### config.mk
export PLATFORM = sky130hd
export DESIGN_NAME = fmm_reduce_row_pair_scheduler
export DESIGN_NICKNAME = d
export VERILOG_FILES = /design/src/rtl/fmm_reduce_pkg.sv /design/src/rtl/fmm_reduce_base_gen.sv /design/src/rtl/fmm_reduce_row_pair_scheduler.sv
export SDC_FILE = /design/constraint.sdc
export NUM_CORES = 1
export LEC_CHECK = 0
export ABC_CLOCK_PERIOD_IN_PS = 3900
export CAP_MARGIN = 20
export CORE_UTILIZATION = 25
export CTS_CLUSTER_DIAMETER = 150
export DETAILED_ROUTE_END_ITERATION = 16
export GPL_TIMING_DRIVEN = 0
export PLACE_DENSITY_LB_ADDON = 0.05
export SYNTH_ARGS = -nofsm -noshare
export SYNTH_HDL_FRONTEND = slang
export SYNTH_SLANG_ARGS = --single-unit
### constraint.sdc
create_clock -name ap_clk -period 3.9 [get_ports ap_clk]
set_clock_uncertainty 0.1 [all_clocks]
set_input_delay 0.78 -clock ap_clk [delete_from_list [all_inputs] [get_ports ap_clk]]
set_output_delay 0.78 -clock ap_clk [all_outputs]
set_load 0.005 [all_outputs]
### src/rtl/fmm_reduce_pkg.sv
// Shared types and defaults for the row-pair column-reduce scheduler.
package fmm_reduce_pkg;

  localparam int unsigned ADDR_W_DEF = 17;
  localparam int unsigned ROW_W_DEF  = 16;

  typedef logic [ADDR_W_DEF-1:0] addr_t;

  typedef enum logic [2:0] {
    S_IDLE,
    S_SETUP,
    S_ISSUE,
    S_WAIT,
    S_ADVANCE,
    S_FINISH
  } sched_state_t;

endpackage

### src/rtl/fmm_reduce_base_gen.sv
// Row-base accumulators for the reduce loop: source pair (2k, 2k+1) and destination row k.
module fmm_reduce_base_gen #(
  parameter int unsigned ADDR_W = 17
) (
  input  logic              ap_clk,
  input  logic              ap_rst,
  input  logic              load,
  input  logic              advance,
  input  logic [ADDR_W-1:0] n_cols,
  input  logic [ADDR_W-1:0] dst_base,
  output logic [ADDR_W-1:0] base_a,
  output logic [ADDR_W-1:0] base_b,
  output logic [ADDR_W-1:0] base_dst
);

  logic [ADDR_W-1:0] step2;
  logic [ADDR_W-1:0] row_len;

  always_ff @(posedge ap_clk) begin
    if (ap_rst) begin
      base_a   <= '0;
      base_b   <= '0;
      base_dst <= '0;
      step2    <= '0;
      row_len  <= '0;
    end else if (load) begin
      base_a   <= '0;
      base_b   <= n_cols;
      base_dst <= dst_base;
      step2    <= {n_cols[ADDR_W-2:0], 1'b0};
      row_len  <= n_cols;
    end else if (advance) begin
      // All sums wrap modulo 2^ADDR_W by construction of the register width.
      base_a   <= base_a + step2;
      base_b   <= base_b + step2;
      base_dst <= base_dst + row_len;
    end
  end

endmodule

### src/rtl/fmm_reduce_row_pair_scheduler.sv
// Walks the M_e row pairs, launching the pipelined column-reduce loop once per pair (ap_ctrl_hs both sides).
module fmm_reduce_row_pair_scheduler
  import fmm_reduce_pkg::*;
#(
  parameter int unsigned ADDR_W = ADDR_W_DEF,
  parameter int unsigned ROW_W  = ROW_W_DEF
) (
  input  logic              ap_clk,
  input  logic              ap_rst,
  input  logic              ap_start,
  output logic              ap_done,
  output logic              ap_idle,
  output logic              ap_ready,
  input  logic [ROW_W-1:0]  cfg_n_rows,
  input  logic [31:0]       cfg_n_cols,
  input  logic [ADDR_W-1:0] cfg_dst_base,
  input  logic              cfg_match_en,
  input  logic              cfg_neg_en,
  output logic              loop_ap_start,
  input  logic              loop_ap_ready,
  input  logic              loop_ap_done,
  output logic [31:0]       loop_new_col,
  output logic [ADDR_W-1:0] loop_base_a,
  output logic [ADDR_W-1:0] loop_base_b,
  output logic [ADDR_W-1:0] loop_base_dst,
  output logic              loop_flag_match,
  output logic              loop_flag_neg,
  output logic [ROW_W-1:0]  pair_count
);

  sched_state_t      state;
  logic [ROW_W-1:0]  n_rows_q;
  logic [ADDR_W-1:0] dst_base_q;
  logic [ROW_W-1:0]  npairs;
  logic [ROW_W-1:0]  pair_next;
  logic              no_work;

  assign npairs    = n_rows_q >> 1;
  assign pair_next = pair_count + ROW_W'(1);
  // loop_new_col doubles as the latched column count; non-positive counts skip the loop.
  assign no_work   = (npairs == '0) || loop_new_col[31] || (loop_new_col == '0);

  fmm_reduce_base_gen #(
    .ADDR_W (ADDR_W)
  ) u_base_gen (
    .ap_clk   (ap_clk),
    .ap_rst   (ap_rst),
    .load     (state == S_SETUP),
    .advance  (state == S_ADVANCE),
    .n_cols   (loop_new_col[ADDR_W-1:0]),
    .dst_base (dst_base_q),
    .base_a   (loop_base_a),
    .base_b   (loop_base_b),
    .base_dst (loop_base_dst)
  );

  always_ff @(posedge ap_clk) begin
    if (ap_rst) begin
      state           <= S_IDLE;
      ap_idle         <= 1'b1;
      ap_done         <= 1'b0;
      ap_ready        <= 1'b0;
      loop_ap_start   <= 1'b0;
      pair_count      <= '0;
      n_rows_q        <= '0;
      dst_base_q      <= '0;
      loop_new_col    <= '0;
      loop_flag_match <= 1'b0;
      loop_flag_neg   <= 1'b0;
    end else begin
      case (state)
        S_IDLE: begin
          if (ap_start) begin
            n_rows_q        <= cfg_n_rows;
            loop_new_col    <= cfg_n_cols;
            dst_base_q      <= cfg_dst_base;
            loop_flag_match <= cfg_match_en;
            loop_flag_neg   <= cfg_neg_en;
            pair_count      <= '0;
            ap_idle         <= 1'b0;
            state           <= S_SETUP;
          end
        end
        S_SETUP: begin
          if (no_work) begin
            ap_done  <= 1'b1;
            ap_ready <= 1'b1;
            state    <= S_FINISH;
          end else begin
            loop_ap_start <= 1'b1;
            state         <= S_ISSUE;
          end
        end
        S_ISSUE: begin
          if (loop_ap_ready) begin
            loop_ap_start <= 1'b0;
            state         <= loop_ap_done ? S_ADVANCE : S_WAIT;
          end
        end
        S_WAIT: begin
          if (loop_ap_done) state <= S_ADVANCE;
        end
        S_ADVANCE: begin
          pair_count <= pair_next;
          if (pair_next == npairs) begin
            ap_done  <= 1'b1;
            ap_ready <= 1'b1;
            state    <= S_FINISH;
          end else begin
            loop_ap_start <= 1'b1;
            state         <= S_ISSUE;
          end
        end
        S_FINISH: begin
          ap_done  <= 1'b0;
          ap_ready <= 1'b0;
          ap_idle  <= 1'b1;
          state    <= S_IDLE;
        end
        default: state <= S_IDLE;
      endcase
    end
  end

endmodule

==> metrics.md <==
| Metric | Value |
|---|---|
| Full die area | `34500 um^2` |
| Crit path arrival time | `3610 ps` |
| Layout cells sized above 1 | `3.91%` |
| Post-synthesis simple-gate area fraction | `23.5%` |
| CTS Buf Count | `17` |
| Slowest CP cell | `dfxtp_1` |
| CORE AREA | `32900 um^2` |
| FP Rows | `66` |
| Placer Congestion | `0.831` |
| Worst Tran Pin Value | `964 ps` |
| First-pass GRT wire length | `49200 um` |
| Vias | `8514` |
| Post-synthesis mux area share | `0.964%` |
| Max Cap Violations | `0` |
| Max VDD drop | `0.000306 V` |
| Ys flop type | `dfxtp_1` |
| Largest cells by area after synthesis | `dfxtp_1 (37%), nand2_1 (11%), a21oi_1 (9.3%)` |
| Critical Path Fanout Max | `4` |
| Worst-Skew Late Latency | `440 ps` |
| Post-synth net total | `1222` |
| YS warnings | `0` |
| Asr flop ratio synth | `0%` |
| Clock sink count | `155` |
| Post-CTS Setup Inserts | `0` |
| DRC | `0` |
| Flops & latches, synth | `155` |
| Largest family of logic cells by synthesized area | `simple AND/OR/NAND/NOR gates` |
| # hold bufs at CTS | `0` |
| Initial core utilization | `25.7%` |
| Post-synth top area share | `36.8%` |
| Post-Syn Area per Cell | `7.67 um^2` |
| Register area share after synthesis | `36.8%` |
| Die extent in x | `186 um` |
| Synth Area in XOR/XNOR | `4.77%` |
| Initial DRC Count | `443` |
| Slew Limit Fails | `0` |
| Library cells used by synthesis | `63` |
| GRT Util Overall | `19.2%` |
| Pin count of the biggest net entering global routing | `17` |
| Hold Path Origin | `dst_base_q[9]` |
| Layout Nets | `1416` |
| First-pass DRT Iterations | `5` |
| Compound-cell area share of the yosys netlist | `22.5%` |
| Buf/Inv on CP | `1` |
| Final Hold Vio Count | `0` |
| Post-Syn Area | `8440 um^2` |
| PwrDens | `464 nW/um^2` |
| Fmax | `298 MHz` |
| Vias in the first global route | `8317` |
| Synth-to-layout area growth | `34.0%` |
| Initial antenna violation count | `0` |
| Setup tns final | `0 ps` |
| Gates resized, CTS repair | `0` |
| Overall power | `5.24 mW` |
| RSZ-0062 raised after global routing | `false` |
| CP Class | `flop to flop` |
| CP top delay family | `compound AO/OA/AOI/OAI gates` |
| Area leader, netlist | `dfxtp_1` |
| Die H | `186 um` |
| CP Capture Type | `flop` |
| Startpoint types | `flop` |
| TritonCTS clock tree | `built` |
| Leakage | `4.17 nW` |
| Slowest stage delay, CP | `500 ps` |
| Gate Count Post-Synth | `1100` |
| DP Wirelength | `25100 um` |
| # H-tree levels | `4` |
| Post-synthesis adder-cell area fraction | `7.68%` |
| Clk root buf | `clkbuf_16` |
| # port buffers | `174` |
| Count leader, synth | `nand2_1` |
| Final core occ | `34.4%` |
| DR WL/cell | `18.5 um` |
| Worst min-delay path class | `flop to flop` |
| Synth cell count leaders | `nand2_1 (257), a21oi_1 (157), dfxtp_1 (155), nor2_1 (63), clkbuf_1 (52)` |
| Crit path cell chain | `ha_1 > inv_1 > fa_1 > nor2b_1 > o21ai_0 > a21boi_0 > o221ai_1 > a21oi_1 > o311ai_0 > a2111o_1 > o211ai_1` |
| ANT nets after route | `0` |
| Vias/cell | `4.87` |
| WL final | `32300 um` |
| Slew HR | `34.9%` |
| Status | `finished, final reports clean` |
| Worst EP required | `4160 ps` |
| Reg-to-Reg Start | `u_base_gen.row_len[0]` |
| IO Count | `177` |
| Clk buf depth | `2` |
| Worst setup path start | `u_base_gen.row_len[0]` |
| GRT Residual Overflow | `0` |
| Crit share post-route | `86.0%` |
| Final setup violation count | `0` |
| ANT cells | `0` |
| Period minus WS final | `3350 ps` |
| Post-synth EDFFs | `0` |
| Clock-pin slew on the worst setup and hold paths | `70 ps` |
## placed cells by master, fill, tap and decap left out, types with 6 or more instances in the layout
master           count
a22oi_1             18
o21ai_0             40
xnor2_1             33
or3_1                9
and3_1               9
nor4_1              14
nand4_1             11
o21a_1               9
xor2_1              13
a21boi_0             6
a21oi_1            157
nor3_1              27
a21o_1               9
dfxtp_1            155
a31oi_1             16
clkdlybuf4s50_1    174
nand2_1            257
clkbuf_16           17
clkbuf_1            54
o22ai_1              7
mux2i_1              7
nor2_1              63
buf_2                7
ha_1                47
nand3_1             20
inv_1               18
## final timing paths
| path | slack [ps] | depth (start not counted) | endpoint |
|---|---|---|---|
| worst max-delay path | 550 | 11 | u_base_gen.base_b[15] |
| worst min-delay path | 360 | 2 | dst_base_q[9] |
| worst max register to register | 550 | 11 | u_base_gen.base_b[15] |
| worst min register to register | 360 | 2 | dst_base_q[9] |
## sequential cells by signal, summed over array words and instances, names as in the netlist
| signal | flops |
|---|---|
| ap_idle | 1 |
| loop_flag_match | 1 |
| pair_count | 16 |
| dst_base_q | 17 |
| ap_ready | 1 |
| loop_flag_neg | 1 |
| state | 3 |
| u_base_gen.base_b | 17 |
| u_base_gen.base_dst | 17 |
| n_rows_q | 15 |
| loop_ap_start | 1 |
| u_base_gen.row_len | 17 |
| u_base_gen.base_a | 16 |
| loop_new_col | 32 |
## worst register-to-register path, cell delays in order (launching register included)
cell	delay, ps
dfxtp_1	500
ha_1	270
inv_1	70
fa_1	390
nor2b_1	110
o21ai_0	100
a21boi_0	330
o221ai_1	250
a21oi_1	320
o311ai_0	280
a2111o_1	470
o211ai_1	90
## cell type report
| type | count | area [um^2] |
|---|---|---|
| buffer | 64 | 255 |
| clock buffer | 20 | 447 |
| clock inverter | 11 | 120 |
| fill | 3618 | 21600 |
| inverter | 18 | 67.6 |
| multi-input combinational | 863 | 5010 |
| sequential | 155 | 3100 |
| tap | 442 | 553 |
| timing repair buffer | 175 | 1750 |
## through the flow
stage / setup slack, ps / hold slack (ps) / instances / cell area (um^2)
3_5_place_dp: 182 / 351 / 1716 / 10700
4_1_cts: 535 / 361 / 1747 / 11300
5_1_grt: 277 / 381 / 1748 / 11300
2_1_floorplan: 1220 / 336 / 1100 / 8440
3_3_place_gp: 161 / 348 / 1716 / 10700
6_report: 546 / 357 / 1748 / 11300
## cell families (layout without fill, tap and decap cells)
logic type                 Yosys count  in the layout
and+or+nand+nor                    445            445
AOI/OAI and AO/OA                  313            313
DFF                                155            155
buffers and inverters               82            288
adders and majority gates           50             50
xor gates and xnor gates            46             46
muxes                                8              8
other                                1              1
## routing by layer
layer	GRT usage, %	wire [um]	vias up
met2	28.5	13700	220
met5	0	0	-
met1	27.0	16200	3970
met4	5.05	369	0
li1	-	-	4300
met3	5.36	2000	24
## power breakdown
part	switching (mW)	internal, mW
clock	0.714	0.954
combinational	0.959	0.635
sequential	0.212	1.77
No activity file was read; power rests on OpenSTA's default activity.
